<file path="src/rtl/ex_mem_latch.sv">
// EX/MEM pipeline register: captures the instruction leaving EX, honours stall/flush,
// turns trapping signed overflows into bubbles with an exception pulse, and freezes on halt.
module ex_mem_latch #(
  parameter int DW = 32,
  parameter int RW = 5
) (
  input  logic          CLK,
  input  logic          nRST,
  input  logic          en,
  input  logic          flush,
  input  logic          in_valid,
  input  logic [DW-1:0] in_result,
  input  logic          in_zero,
  input  logic          in_overflow,
  input  logic          in_ovf_en,
  input  logic [DW-1:0] in_stdata,
  input  logic [RW-1:0] in_wsel,
  input  logic          in_regwen,
  input  logic          in_dren,
  input  logic          in_dwen,
  input  logic          in_halt,
  input  logic [DW-1:0] in_pc,
  output logic          out_valid,
  output logic          out_zero,
  output logic          out_regwen,
  output logic          out_dren,
  output logic          out_dwen,
  output logic          out_halt,
  output logic [DW-1:0] out_result,
  output logic [DW-1:0] out_stdata,
  output logic [DW-1:0] out_pc,
  output logic [RW-1:0] out_wsel,
  output logic          exc_ovf,
  output logic [DW-1:0] epc,
  output logic          halted
);

  typedef enum logic {
    RUN    = 1'b0,
    HALTED = 1'b1
  } state_t;

  typedef struct packed {
    logic          valid;
    logic          zero;
    logic          regwen;
    logic          dren;
    logic          dwen;
    logic          halt;
    logic [DW-1:0] result;
    logic [DW-1:0] stdata;
    logic [DW-1:0] pc;
    logic [RW-1:0] wsel;
  } latch_t;

  state_t          state_q, state_d;
  latch_t          lat_q, lat_d;
  latch_t          in_lat;
  logic            exc_q, exc_d;
  logic [DW-1:0]   epc_q, epc_d;
  logic            trap;

  // Control bits are qualified by in_valid so an invalid slot can never write anything.
  always_comb begin
    in_lat        = '0;
    in_lat.valid  = in_valid;
    in_lat.zero   = in_zero;
    in_lat.regwen = in_regwen & in_valid;
    in_lat.dren   = in_dren & in_valid;
    in_lat.dwen   = in_dwen & in_valid;
    in_lat.halt   = in_halt & in_valid;
    in_lat.result = in_result;
    in_lat.stdata = in_stdata;
    in_lat.pc     = in_pc;
    in_lat.wsel   = in_wsel;
  end

  assign trap = in_valid & in_ovf_en & in_overflow;

  // Priority in RUN: flush, then stall, then trap, then normal capture.
  always_comb begin
    state_d = state_q;
    lat_d   = lat_q;
    exc_d   = 1'b0;
    epc_d   = epc_q;
    case (state_q)
      RUN: begin
        if (flush) begin
          lat_d = '0;
        end else if (en) begin
          if (trap) begin
            lat_d = '0;
            exc_d = 1'b1;
            epc_d = in_pc;
          end else begin
            lat_d = in_lat;
            if (in_valid && in_halt) begin
              state_d = HALTED;
            end
          end
        end
      end
      HALTED: begin
        state_d = HALTED;
      end
    endcase
  end

  always_ff @(posedge CLK or negedge nRST) begin
    if (!nRST) begin
      state_q <= RUN;
      lat_q   <= '0;
      exc_q   <= 1'b0;
      epc_q   <= '0;
    end else begin
      state_q <= state_d;
      lat_q   <= lat_d;
      exc_q   <= exc_d;
      epc_q   <= epc_d;
    end
  end

  assign out_valid  = lat_q.valid;
  assign out_zero   = lat_q.zero;
  assign out_regwen = lat_q.regwen;
  assign out_dren   = lat_q.dren;
  assign out_dwen   = lat_q.dwen;
  assign out_halt   = lat_q.halt;
  assign out_result = lat_q.result;
  assign out_stdata = lat_q.stdata;
  assign out_pc     = lat_q.pc;
  assign out_wsel   = lat_q.wsel;
  assign exc_ovf    = exc_q;
  assign epc        = epc_q;
  assign halted     = (state_q == HALTED);

endmodule

</file>
<file path="config.mk">
export PLATFORM = sky130hd
export DESIGN_NAME = ex_mem_latch
export DESIGN_NICKNAME = d
export VERILOG_FILES = /design/src/rtl/ex_mem_latch.sv
export SDC_FILE = /design/constraint.sdc
export NUM_CORES = 1
export LEC_CHECK = 0
export ABC_CLOCK_PERIOD_IN_PS = 1600
export CAP_MARGIN = 20
export CORE_AREA = 2 2 121 182
export CTS_BUF_LIST = sky130_fd_sc_hd__clkbuf_4 sky130_fd_sc_hd__clkbuf_8
export CTS_CLUSTER_DIAMETER = 40
export CTS_CLUSTER_SIZE = 10
export DETAILED_ROUTE_END_ITERATION = 8
export DIE_AREA = 0 0 123 184
export HOLD_SLACK_MARGIN = 0.03
export PLACE_DENSITY = 0.52
export SLEW_MARGIN = 0
export SYNTH_ARGS = -nofsm -noshare
export SYNTH_HDL_FRONTEND = slang
export SYNTH_SLANG_ARGS = --single-unit
</file>
<file path="constraint.sdc">
create_clock -name CLK -period 1.6 [get_ports CLK]
set_input_delay 0.32 -clock CLK [delete_from_list [all_inputs] [get_ports CLK]]
set_output_delay 0.32 -clock CLK [all_outputs]
set_load 0.03 [all_outputs]
</file>
Word level (Yosys, flattened, before mapping)
Index checks and enable logic that the tools add are counted.
{ "totals": {"regBits": 141, "in_bits": 113} }
{ "op_classes": {"n_reduce_logical": 4, "bitwise": 8, "n_mux": 12} }
{ "ops": {"columns": ["cell", "n"], "rows": [
  ["2-to-1 mux 107 bit", 3],
  ["2-to-1 mux 1 bit", 8],
  ["AND 1 bit", 6],
  ["AND reduction 4 bit", 1],
  ["NOT 1 bit", 2],
  ["case mux 1 bit (2 select lines)", 1],
  ["AND reduction 2 bit", 1],
  ["nonzero test 2 bit", 1],
  ["logical AND 1 bit", 1]
]} }

Depth between registers and ports, before layout
{ "depth": {"ltp_word": 6, "mapped_depth": 6, "mapped_depth_nobuf": 3} }

Least setup slack after synthesis
Ideal clock, no wire load.
{ "synth_timing": {"path_kind": "register -> register", "startpoint": "register state_q, in the netlist halted", "endpoint": "register epc_q[10], in the netlist epc[10]", "n_path_buf": 2, "setup_ps": 125, "period_less_slack_ps": 1708, "setup_slack_ps": -108, "t_arrival_ps": 1583, "path_stages_with_launch": 6, "path_cell_list": "dfrtp_1 -> nand2b_1 -> or3_1 -> buf_6 -> buf_8 -> mux2_4"} }
{ "synth_via": {"elab_chain_len": 2} }
{ "synth_lines": {"columns": ["item", "line", "rtl"], "rows": [
  ["from (decl)", "56", "state_t state_q, state_d;"],
  ["from (signal assigned)", "116", "state_q <= state_d;"],
  ["NOT 1 bit (no source line)", null, null],
  ["AND reduction 4 bit (no source line)", null, null],
  ["to (signal assigned)", "119", "epc_q <= epc_d;"],
  ["to (decl)", "60", "logic [DW-1:0] epc_q, epc_d;"]
]} }
No other way between the ends.
A chain may end at the register's enable or synchronous reset.

Worst setup path after layout
{ "layout_timing": {"startpoint": "register state_q, in the netlist halted", "endpoint": "register epc_q[22], in the netlist epc[22]"} }
Same word-level chain as after synthesis.

==> flow_summary.toml <==
[run_status]
status = "finished clean"

[sta]
timing.final.crit_share_pct = 98.3
tightest_slew_ns = 0.360
hold_viol = 0
setup_viol = 0
rsz0062_at_grt = "false"
fmax_mhz = 636
period_minus_slack_ns = 1.57
fin_hold_ws_ns = 0.249
finalClockSkew_ns = 0.0152
drv_slew = 0
relSlewSlack_pct = 76.1
fin_setup_tns_ns = 0

[grt]
grt_pass1_vias = 4450
grt_pass1_wl_um = 25300
overflow = 0
grt_usage_pct = 15.0
antenna_found_initial = 0
grt_start_max_net_pins = 60

[final_layout]
area_growth_pct = 65.9
multi_input_area_um2 = 1510
nFillCells = 2030
seq_area_um2 = 3530
fin_cells = 874
layout-drive-gt1-share_pct = 20.8
final_nets = 706
diodes = 0

[synth]
synth_common_cells = "dfrtp_1 (141), a22o_1 (105), mux2_4 (29)"
synth_flop_cell = "dfrtp_1"
synth_fp_nets = 432
yosys_warnings = 0
syn-cell-area_um2 = 5180
ys_ff_latch = 141
synth-seq-area-share_pct = 68.1
yosysTopAreaCell = "dfrtp_1"
synth_edf_count = 0
synth_area_leaders = "dfrtp_1 (68%), a22o_1 (18%), mux2_4 (8.4%)"
ys_types = 21
syn_area_per_cell_um2 = 16.2
synth_top_area_share_pct = 68.1
synthCells = 319
yosysMostFrequentCell = "dfrtp_1"
async_flop_share_pct = 100

[floorplan]
die_width_um = 123
start_util_pct = 24.7
boundaryPins = 254
rows = 65
die_area_um2 = 22600
die_height_um = 184
coreArea_um2 = 21000

[detailed_routing]
ant_nets = 0
top_layer = "met4"
num_vias = 3969
wl_met2_um = 8770
drt_wl_total_um = 16400
wl_per_cell_um = 18.8
drtIter0Drc = 192
drc = 0
wl_met3_um = 1040
wl_met1_um = 6160
viasPerCell = 4.54
dr.pass1.iters = 4

[pwr]
p_sw_share_pct = 35.9
seqPwrFrac_pct = 38.0
total_leakage_power_uw = 0.00419
pwr-share-comb_pct = 36.4
powerDensity_nw_per_um2 = 1520
power.share.clock_pct = 25.6
peakVddDrop_mv = 0.503
p_sw_uw = 4700
internal-power_uw = 8370

[flow_run]
maxCapViolations = 0

[cts]
cts.clk_slew.worst_paths_ns = 0.08
numCtsBuffers = 17
ctsLongestPathBuffers = 2
cts.sinks = 141
cts_tree = "yes"
cts_root_buf = "clkbuf_8"
htree_levels = 4
clock_latency_ns = 0.46
post-cts-setup-buffers = 0

[critical_path]
critical-path-top-delay-family = "simple AND/OR/NAND/NOR gates"
critPathLaunchType = "flip-flop"
reg2regPathDepth = 4
critPathBufInv = 1
worst-path-stages = 4
crit_type = "flip-flop to flip-flop"
critPathMaxStageDelay_ns = 0.41
end_kind = "flip-flop"
timing.rr.end = "epc[22]"
crit_slowest_cell = "dfrtp_2"
arrival_ns = 1.90
crit_chain = "nand2b_4 > or3_4 > buf_12 > mux2_4"
crit_required_ns = 1.93
rrSetupSlack_ns = 0.03
rr_startpoint = "halted"
cp_max_fo = 17

[placement]
hpwl_um = 11800
dp.cells = 839
place_congestion = 0.762
port_buffers = 253

[hold_path]
hp-class = "input pin to async pin"
-- stage by stage --
stage / total power [uW] / cell area, um^2 / util, % / setup WS [ns]
3_3_place_gp: 10300 / 8220 / 39.2 / -0.486
2_1_floorplan: 7760 / 5190 / - / -0.0402
3_5_place_dp: 10400 / 8220 / 39.2 / -0.497
6_report: 13100 / 8600 / 41.0 / 0.0271
5_1_grt: 13700 / 8600 / 41.0 / 0.0000241
4_1_cts: 13200 / 8640 / 41.2 / -0.0461
-- worst reg2reg max path, cell delays in order (launching register included) --
cell	delay, ns
dfrtp_2	0.41
nand2b_4	0.14
or3_4	0.39
buf_12	0.19
mux2_4	0.33
-- cells by family after synthesis --
logic type,count (synthesis),share of synthesized area (%)
flops,141,68.1
compound gates,110,18.5
mux,32,9.05
buf+inv,28,3.50
simple gates,8,0.869
-- registers in the layout, indices dropped and copies added (netlist names), 5 cells and up --
| register | cells |
|---|---|
| epc | 32 |
| out_pc | 32 |
| out_result | 32 |
| out_stdata | 32 |
| out_wsel | 5 |
-- power groups by stage --
stage / registers (uW) / clock network (uW) / logic [uW]
floorplan: 6790 / 0 / 976
global placement: 5010 / 0 / 5330
detailed placement: 5020 / 0 / 5390
CTS: 4960 / 3470 / 4810
global route: 5090 / 3620 / 5000
finish: 4970 / 3340 / 4760
-- area by class of cell --
| cell class | instances | area share (%) |
|---|---|---|
| multi-input combinational | 150 | 17.6 |
| clock buffer | 23 | 3.68 |
| inverter | 1 | 0.0437 |
| clock inverter | 9 | 1.79 |
| tap | 268 | 3.90 |
| sequential | 141 | 41.1 |
| timing repair buffer | 282 | 31.9 |
-- worst max path at each step --
stage                               from              to  slack, ns
after floorplan                   halted         epc[10]      -0.04
after global placement         in_ovf_en         epc[28]      -0.49
after detailed placement           flush         epc[24]      -0.50
after CTS                         halted          halted      -0.05
after global routing      out_result[31]  out_result[31]    0.00002
final                             halted         epc[22]       0.03
-- cell usage in the layout (no fill, tap or decap), types with 3 or more instances in the layout --
| master | synthesis | routed |
|---|---|---|
| dfrtp_1 | 141 | 140 |
| clkdlybuf4s50_1 | 0 | 111 |
| a22o_1 | 105 | 105 |
| clkdlybuf4s15_1 | 0 | 80 |
| dlygate4sd2_1 | 0 | 33 |
| mux2_4 | 29 | 29 |
| clkbuf_2 | 0 | 26 |
| clkbuf_8 | 0 | 23 |
| buf_4 | 8 | 16 |
| buf_12 | 0 | 8 |
| bufinv_16 | 0 | 4 |
| mux2_2 | 3 | 3 |
| buf_16 | 0 | 3 |
-- layer usage --
layer / up-vias / GRT usage, %
met5: - / 0
met3: 26 / 4.84
met2: 159 / 26.0
met1: 2020 / 16.7
met4: 0 / 6.50
li1: 1764 / -
-- repair_timing --
item	in CTS	in global routing
pin swaps	1	0
hold endpoints to repair	141	0
resized for setup	184	100
endpoints found under the setup margin	186	101
gates cloned	2	0
hold buffers	1	0
(Power assumes the default switching activity.)
